--- config.mk ---
export PLATFORM = sky130hd
export DESIGN_NAME = issue_ctrl
export DESIGN_NICKNAME = d
export VERILOG_FILES = /design/src/rtl/issue_ctrl.sv
export SDC_FILE = /design/constraint.sdc
export NUM_CORES = 1
export LEC_CHECK = 0
export CAP_MARGIN = 20
export CORE_AREA = 5 5 81 83
export CTS_BUF_LIST = sky130_fd_sc_hd__clkbuf_8
export DETAILED_ROUTE_END_ITERATION = 6
export DIE_AREA = 0 0 86 88
export PLACE_DENSITY = 0.89
export SLEW_MARGIN = 30
export SYNTH_ARGS = -nofsm -noshare
export SYNTH_HDL_FRONTEND = slang
export SYNTH_SLANG_ARGS = --single-unit
--- constraint.sdc ---
create_clock -name clk -period 4.9 [get_ports clk]
set_input_delay 0.98 -clock clk [delete_from_list [all_inputs] [get_ports clk]]
set_output_delay 0.98 -clock clk [all_outputs]
set_load 0.01 [all_outputs]
--- src/rtl/issue_ctrl.sv ---
// In-order issue controller: scoreboards pending register writes and holds
// decode on RAW/WAW hazards, on a full pipeline, or while control flow is unresolved.
module issue_ctrl #(
  parameter int REG_NUM      = 32,
  parameter int REG_W        = 5,
  parameter int MAX_INFLIGHT = 4,
  parameter int CNT_W        = 3
) (
  input  logic               clk,
  input  logic               rst,
  input  logic               dec_valid,
  input  logic               rs1_en,
  input  logic [REG_W-1:0]   rs1,
  input  logic               rs2_en,
  input  logic [REG_W-1:0]   rs2,
  input  logic               rd_en,
  input  logic [REG_W-1:0]   rd,
  input  logic               cf_stall,
  input  logic               cf_done,
  input  logic               retire,
  input  logic               wb_en,
  input  logic [REG_W-1:0]   wb_rd,
  output logic               issue,
  output logic               stall,
  output logic [REG_NUM-1:0] pending,
  output logic [CNT_W-1:0]   inflight,
  output logic               cf_wait,
  output logic               err
);

  typedef enum logic {RUN, WAIT_CF} state_t;

  state_t             state_reg, state_next;
  logic [REG_NUM-1:0] pending_reg, pending_next;
  logic [CNT_W-1:0]   inflight_reg, inflight_next;
  logic               err_reg, err_next;

  logic hazard;
  logic full;
  logic retire_err, wb_err, cf_err;
  logic retire_ok, clr_ok;

  // Hazards look only at the registered scoreboard: no writeback bypass.
  assign hazard = (rs1_en && rs1 != '0 && pending_reg[rs1]) ||
                  (rs2_en && rs2 != '0 && pending_reg[rs2]) ||
                  (rd_en  && rd  != '0 && pending_reg[rd]);
  assign full   = (inflight_reg >= CNT_W'(MAX_INFLIGHT));

  assign retire_err = retire && (inflight_reg == '0);
  assign wb_err     = retire && wb_en && (wb_rd != '0) && !pending_reg[wb_rd];
  assign cf_err     = cf_done && (state_reg == RUN);
  assign retire_ok  = retire && !retire_err;
  assign clr_ok     = retire_ok && wb_en && (wb_rd != '0) && !wb_err;

  always_comb begin
    state_next = state_reg;
    issue      = 1'b0;
    stall      = 1'b0;
    cf_wait    = 1'b0;
    case (state_reg)
      RUN: begin
        issue = dec_valid && !hazard && !full;
        if (issue && cf_stall)
          state_next = WAIT_CF;
      end
      WAIT_CF: begin
        cf_wait = 1'b1;
        if (cf_done)
          state_next = RUN;
      end
      default: state_next = RUN;
    endcase
    stall = dec_valid && !issue;
  end

  // Per-register update: clear on a legal writeback, then set on issue (set wins).
  genvar gi;
  generate
    for (gi = 0; gi < REG_NUM; gi++) begin : g_sb
      if (gi == 0) begin : g_x0
        assign pending_next[gi] = 1'b0;
      end else begin : g_xn
        logic set_hit, clr_hit;
        assign set_hit = issue && rd_en && (rd == REG_W'(gi));
        assign clr_hit = clr_ok && (wb_rd == REG_W'(gi));
        assign pending_next[gi] = set_hit || (pending_reg[gi] && !clr_hit);
      end
    end
  endgenerate

  always_comb begin
    inflight_next = inflight_reg;
    if (issue && !retire_ok && !full)
      inflight_next = inflight_reg + 1'b1;
    else if (!issue && retire_ok)
      inflight_next = inflight_reg - 1'b1;
  end

  assign err_next = err_reg || retire_err || wb_err || cf_err;

  always_ff @(posedge clk or posedge rst) begin
    if (rst) begin
      state_reg    <= RUN;
      pending_reg  <= '0;
      inflight_reg <= '0;
      err_reg      <= 1'b0;
    end else begin
      state_reg    <= state_next;
      pending_reg  <= pending_next;
      inflight_reg <= inflight_next;
      err_reg      <= err_next;
    end
  end

  assign pending  = pending_reg;
  assign inflight = inflight_reg;
  assign err      = err_reg;

endmodule

# == Yosys cells after proc, flatten, opt, wreduce, memory -nomap -nowiden ==
# Cells that the tools add are included.
# totals
register_bits,36
inputBits,30
output_inout_bits,39
elab_cells,285
# op_classes
add_sub_neg,2
magnitude_cmp,5
n_eq_ne,62
muxes,15
bitwise,1
reduce_logical,196
# op_table
op,n
$eq 5x5->1 const B,32
$logic_and 1x1->1,116
$eq 5x4->1 const B,16
$eq 5x3->1 const B,8
$logic_not 1->1,38
$logic_or 1x1->1,36
$lt 5x6->1 const B,4
$bmux 1 s5,4
$eq 5x2->1 const B,4
$reduce_bool 5->1,4
$eq 5x1->1 const B,2
$mux 1,8
$mux 3,2
$add 3x1->3 const B,1
$ge 3x3->1 const B,1
$logic_not 3->1,1
$sub 3x1->3 const B,1
$pmux 1 s2,1
$reduce_bool 2->1,1
$not 1->1,1

# == Logic depth before layout (Yosys ltp) ==
# depth
ltp_word,13
depth_mapped,13
ltp_nobuf,11

# == Worst setup path after synthesis ==
# OpenSTA, ideal clock, no wires.
# synth_path
path_type,input to register
from,in rs1[0]
to,"reg inflight_reg[1], in the netlist inflight[1]"
setup_time_ns,0.133
arrival_ns,4.254
required_ns,4.767
path_slack_ns,0.512
cell_stages,12
n_path_buf,2
cell_sequence,buf_6 -> mux4_2 -> a211oi_2 -> a211oi_1 -> or4_4 -> or3_1 -> buf_6 -> nand2b_1 -> fa_1 -> a211o_1 -> a2111oi_0 -> nor2_1
# synth_via
elab_chain_len,12
elab_cells_between_ends,17
classes_between,mux: 4; reduce/logical: 13
# synth_rtl
element,line_no,text
"start, declared",13,"input logic [REG_W-1:0] rs1,"
$bmux 1 s5 or $reduce_bool 5->1 (tied branches),44,assign hazard = (rs1_en && rs1 != '0 && pending_reg[rs1]) ||
$mux 1 (not written as such) or $logic_and 1x1->1 (tied branches),44,
$logic_and 1x1->1 (*),44,
$logic_or 1x1->1 (*),44,
$logic_or 1x1->1 (*),45,(rs2_en && rs2 != '0 && pending_reg[rs2]) ||
$logic_not 1->1 (*),62,issue = dec_valid && !hazard && !full;
$logic_and 1x1->1 (*) (2 in series),62,
$mux 1 (*),60,case (state_reg)
$logic_and 1x1->1 (*) (2 in series),93,if (issue && !retire_ok && !full)
$mux 3 (*),93,
named net inflight_next[1],35,"logic [CNT_W-1:0] inflight_reg, inflight_next;"
"end signal, assigned",110,inflight_reg <= inflight_next;
"end, declared",35,
# Mark *: on every way through the listed nets, which the timed path passes. The rest lies on a longest branch. The select of a mux whose other input is x is not followed.
# A chain may end at the register's enable or synchronous reset.

# == Worst setup path in the final report ==
# layout_path
from,in rs1[0]
to,out stall
# layout_via
elab_chain_len,11
elab_cells_between_ends,13
classes_between,mux: 3; reduce/logical: 10
# layout_rtl
element,line_no,text
$bmux 1 s5 or $reduce_bool 5->1 (tied branches),44,
$mux 1 (not written as such) or $logic_and 1x1->1 (tied branches),44,
$logic_and 1x1->1 (*),44,
$logic_or 1x1->1 (*),44,
$logic_or 1x1->1 (*),45,
$logic_not 1->1 (*),62,
$logic_and 1x1->1 (*) (2 in series),62,
$mux 1 (*),60,
$logic_not 1->1 (*),73,stall = dec_valid && !issue;
$logic_and 1x1->1 (*),73,
"end, declared",24,"output logic stall,"
# Every way passes the cells marked *; elsewhere a longest branch is shown, timed or not. The select of a mux whose other input is x is not followed.

==> flow_metrics.env <==
export IMPL_synth_main_ff_cell="dfrtp_1"
export IMPL_grt_max_degree=37
export IMPL_cp_arrival_ps=3830
export IMPL_whs_path_depth=2
export IMPL_ys_ff_latch=36
export IMPL_largest_reg_flops=31
export IMPL_async_reset_ff_frac=1.00
export IMPL_diodes=0
export IMPL_grt_setup_unrepaired="false"
export IMPL_overflow=0
export IMPL_path_buf_inv=3
export IMPL_hold_path_class="flip-flop to flip-flop"
export IMPL_initial_core_util=0.496
export IMPL_io_pins=69
export IMPL_ys_top_cells_by_area="dfrtp_1 31%, mux4_2 19%, o31ai_1 8.6%"
export IMPL_power_mw=1.36
export IMPL_fp_dieH_um=88
export IMPL_met1_usage=0.347
export IMPL_ys_seq_area_frac=0.314
export IMPL_hp_start="err"
export IMPL_synth_edff_count=0
export IMPL_fill_cells=440
export IMPL_post_route_period_util=0.981
export IMPL_drive_gt1_frac=0.174
export IMPL_worstSetupStartpointType="input pin"
export IMPL_synthCells=264
export IMPL_core_um2=5780
export IMPL_syn_avg_cell_area_um2=10.9
export IMPL_crit_reg2reg_launch="pending[29]"
export IMPL_synth_top_area_cell="dfrtp_1"
export IMPL_worst_slack_ps=92.0
export IMPL_reg2reg_slack_ps=970
export IMPL_max_freq_ghz=0.208
export IMPL_final_setup_viol_count=0
export IMPL_antenna_found_initial=0
export IMPL_syn_num_nets=295
export IMPL_post_cts_buffers=0
export IMPL_leakagePower_nw=1.48
export IMPL_maxCapViolCount=0
export IMPL_antenna_left=0
export IMPL_viasPerCell=7.19
export IMPL_dpl_cell_count=407
export IMPL_critPathMaxStageDelay_ps=560
export IMPL_cp_max_fo=9
export IMPL_ys_types=48
export IMPL_cts_tree="yes"
export IMPL_slew_viol_final=0
export IMPL_die_w_um=86
export IMPL_clock_path_buffers=2
export IMPL_worst_path_max_delay_cell="or4_4"
export IMPL_yosysMostFrequentCell="o21ai_0"
export IMPL_clk_pin_slew_ps=70
export IMPL_grt_use_total=0.271
export IMPL_nNetsFinal=370
export IMPL_htree_levels=2
export IMPL_cts_sinks=36
export IMPL_status="finished, final reports clean"
export IMPL_tightest_slew_ps=675
export IMPL_num_rows=28
export IMPL_critPathKind="input pin to primary output"
export IMPL_insertion_delay_ps=290
export IMPL_wl_per_cell_um=24.1
export IMPL_hold_viol_final=0
export IMPL_period_minus_slack_ps=4810
export IMPL_die_area_um2=7570
export IMPL_layout_cells_non_filler=414
export IMPL_cts_root_buf="clkbuf_8"
export IMPL_vdd_drop_max_v=0.000189
export IMPL_top_usage_layer="met2"
export IMPL_port_buffers=67
export IMPL_synth_commonest_cells="38 x o21ai_0, 36 x dfrtp_1, 33 x o31ai_1"
export IMPL_fin_worst_skew_ps=7.58
export IMPL_slew_headroom=0.549
export IMPL_synth_top_cell_area_share=0.314
export IMPL_first_global_vias=3021
export IMPL_wl_mm=9.97
export IMPL_met2_usage=0.422
export IMPL_worstPathCellList="clkdlybuf4s50_1 -> buf_6 -> mux4_2 -> a211oi_2 -> a211oi_1 -> or4_4 -> or3_4 -> and2_1 -> dlygate4sd2_1"
export IMPL_drc=0
export IMPL_syn2layout_area_growth_pct=30.7
export IMPL_gp_congestion=0.961
export IMPL_dp_hpwl_mm=6.92
export IMPL_grt_util_met3=0.0668
export IMPL_worstSetupEndpointType="primary output"
export IMPL_yosys_warnings=0
export IMPL_grt_pass1_wl_mm=15.7
export IMPL_vias=2977
export IMPL_fin_area_um2=3750
export IMPL_first_pass_iters=6
export IMPL_r2r_cells=12
export IMPL_r2r_end="inflight[1]"
export IMPL_syn_cell_area_um2=2870
export IMPL_placed_cell_area_um2=3640
export IMPL_cp_required_ps=3920
export IMPL_cp_top_family="simple AND/OR/NAND/NOR gates"
export IMPL_whs_endpoint="err"
export IMPL_numCtsBuffers=5
export IMPL_p_per_area_nw_per_um2=364
export IMPL_dp_slack_ps=-260
export IMPL_drtIter0Drc=510
## worst register-to-register path, cell delays in order, from the launching register on
cell       delay, ps
dfrtp_1          500
mux4_2           500
and3_1           180
a31oi_1          140
nand4_1          120
or4_4            450
or3_4            410
buf_4            150
nand2b_1         140
fa_1             480
a211o_1          280
a2111oi_1        400
nor2_1            90
## cells in the final DEF, fill, tap and decap left out, types with 2 or more instances in the layout
cell | Yosys | layout
clkdlybuf4s50_1 | 0 | 63
o21ai_0 | 38 | 37
dfrtp_1 | 36 | 36
o31ai_1 | 33 | 33
mux4_2 | 24 | 24
buf_4 | 1 | 17
nand2_1 | 12 | 12
inv_1 | 11 | 11
mux2i_1 | 8 | 8
or3_1 | 9 | 8
nor2_1 | 7 | 7
nand3_1 | 7 | 7
clkbuf_8 | 0 | 7
mux4_1 | 6 | 6
a21oi_1 | 5 | 5
nand3b_1 | 4 | 4
nand2b_1 | 4 | 4
a211oi_1 | 3 | 3
nor2b_1 | 3 | 3
and3_1 | 3 | 3
dlygate4sd2_1 | 0 | 3
mux2_2 | 2 | 2
a31oi_1 | 2 | 2
nand4_1 | 2 | 2
nor3_1 | 2 | 2
o22ai_1 | 2 | 2
or3b_2 | 2 | 2
or2_2 | 2 | 2
buf_6 | 4 | 2
## logic make-up (layout without fill, tap and decap cells)
| logic type | Yosys count | in the layout | share of synthesized area |
|---|---|---|---|
| muxes | 40 | 40 | 0.279 |
| xor gates and xnor gates | 1 | 1 | 0.00306 |
| AOI/OAI and AO/OA | 92 | 92 | 0.206 |
| DFF | 36 | 36 | 0.314 |
| buffers and inverters | 29 | 104 | 0.0615 |
| adders and majority gates | 1 | 1 | 0.00698 |
| other | 1 | 1 | 0.00131 |
| and+or+nand+nor | 64 | 64 | 0.127 |
## worst max-delay path by stage
| stage | end | startpoint | cells after the start |
|---|---|---|---|
| 5_1_grt | stall | rs1[0] | 9 |
| 6_report | stall | rs1[0] | 9 |
| 4_1_cts | stall | rs1[0] | 9 |
| 2_1_floorplan | inflight[1] | rs1[0] | 12 |
| 3_5_place_dp | inflight[1] | rs2[0] | 12 |
| 3_3_place_gp | stall | rs2[0] | 8 |
## power by group
part / internal (mW) / switching (mW) / leakage [nW] / total (mW)
Clock: 0.125 / 0.107 / 0.0503 / 0.232
Sequential: 0.371 / 0.143 / 0.474 / 0.514
Combinational: 0.353 / 0.263 / 0.959 / 0.616
Total: 0.849 / 0.514 / 1.48 / 1.36
## final cells by class
type	instances	area (µm²)	area share
Clock buffer	7	96.3	0.0257
Inverter	11	41.3	0.0110
Multi-Input combinational cell	199	1800	0.479
Sequential cell	36	901	0.240
Tap cell	75	93.8	0.0250
Timing Repair Buffer	86	820	0.219
## metal layers
layer,part of all wire,routed length (µm),vias up
li1,-,-,1211
met1,0.34,3400,1431
met2,0.47,4690,277
met3,0.14,1370,58
met4,0.051,510,0
met5,0,0,-
## metrics by stage
step                utilization  hold slack [ps]  setup TNS, ps
detailed placement        0.629              477           -622
global placement          0.629              471           -349
floorplan                     -              506              0
global route              0.648              559              0
finish                    0.648              492              0
CTS                       0.647              498              0
## repair_timing
item / 4_1_cts / 5_1_grt
hold buffers: 0 / 0
hold endpoints to repair: 0 / 0
gates resized for setup: 6 / 3
endpoints found under the setup margin: 2 / 2
(Power assumes the default switching activity.)
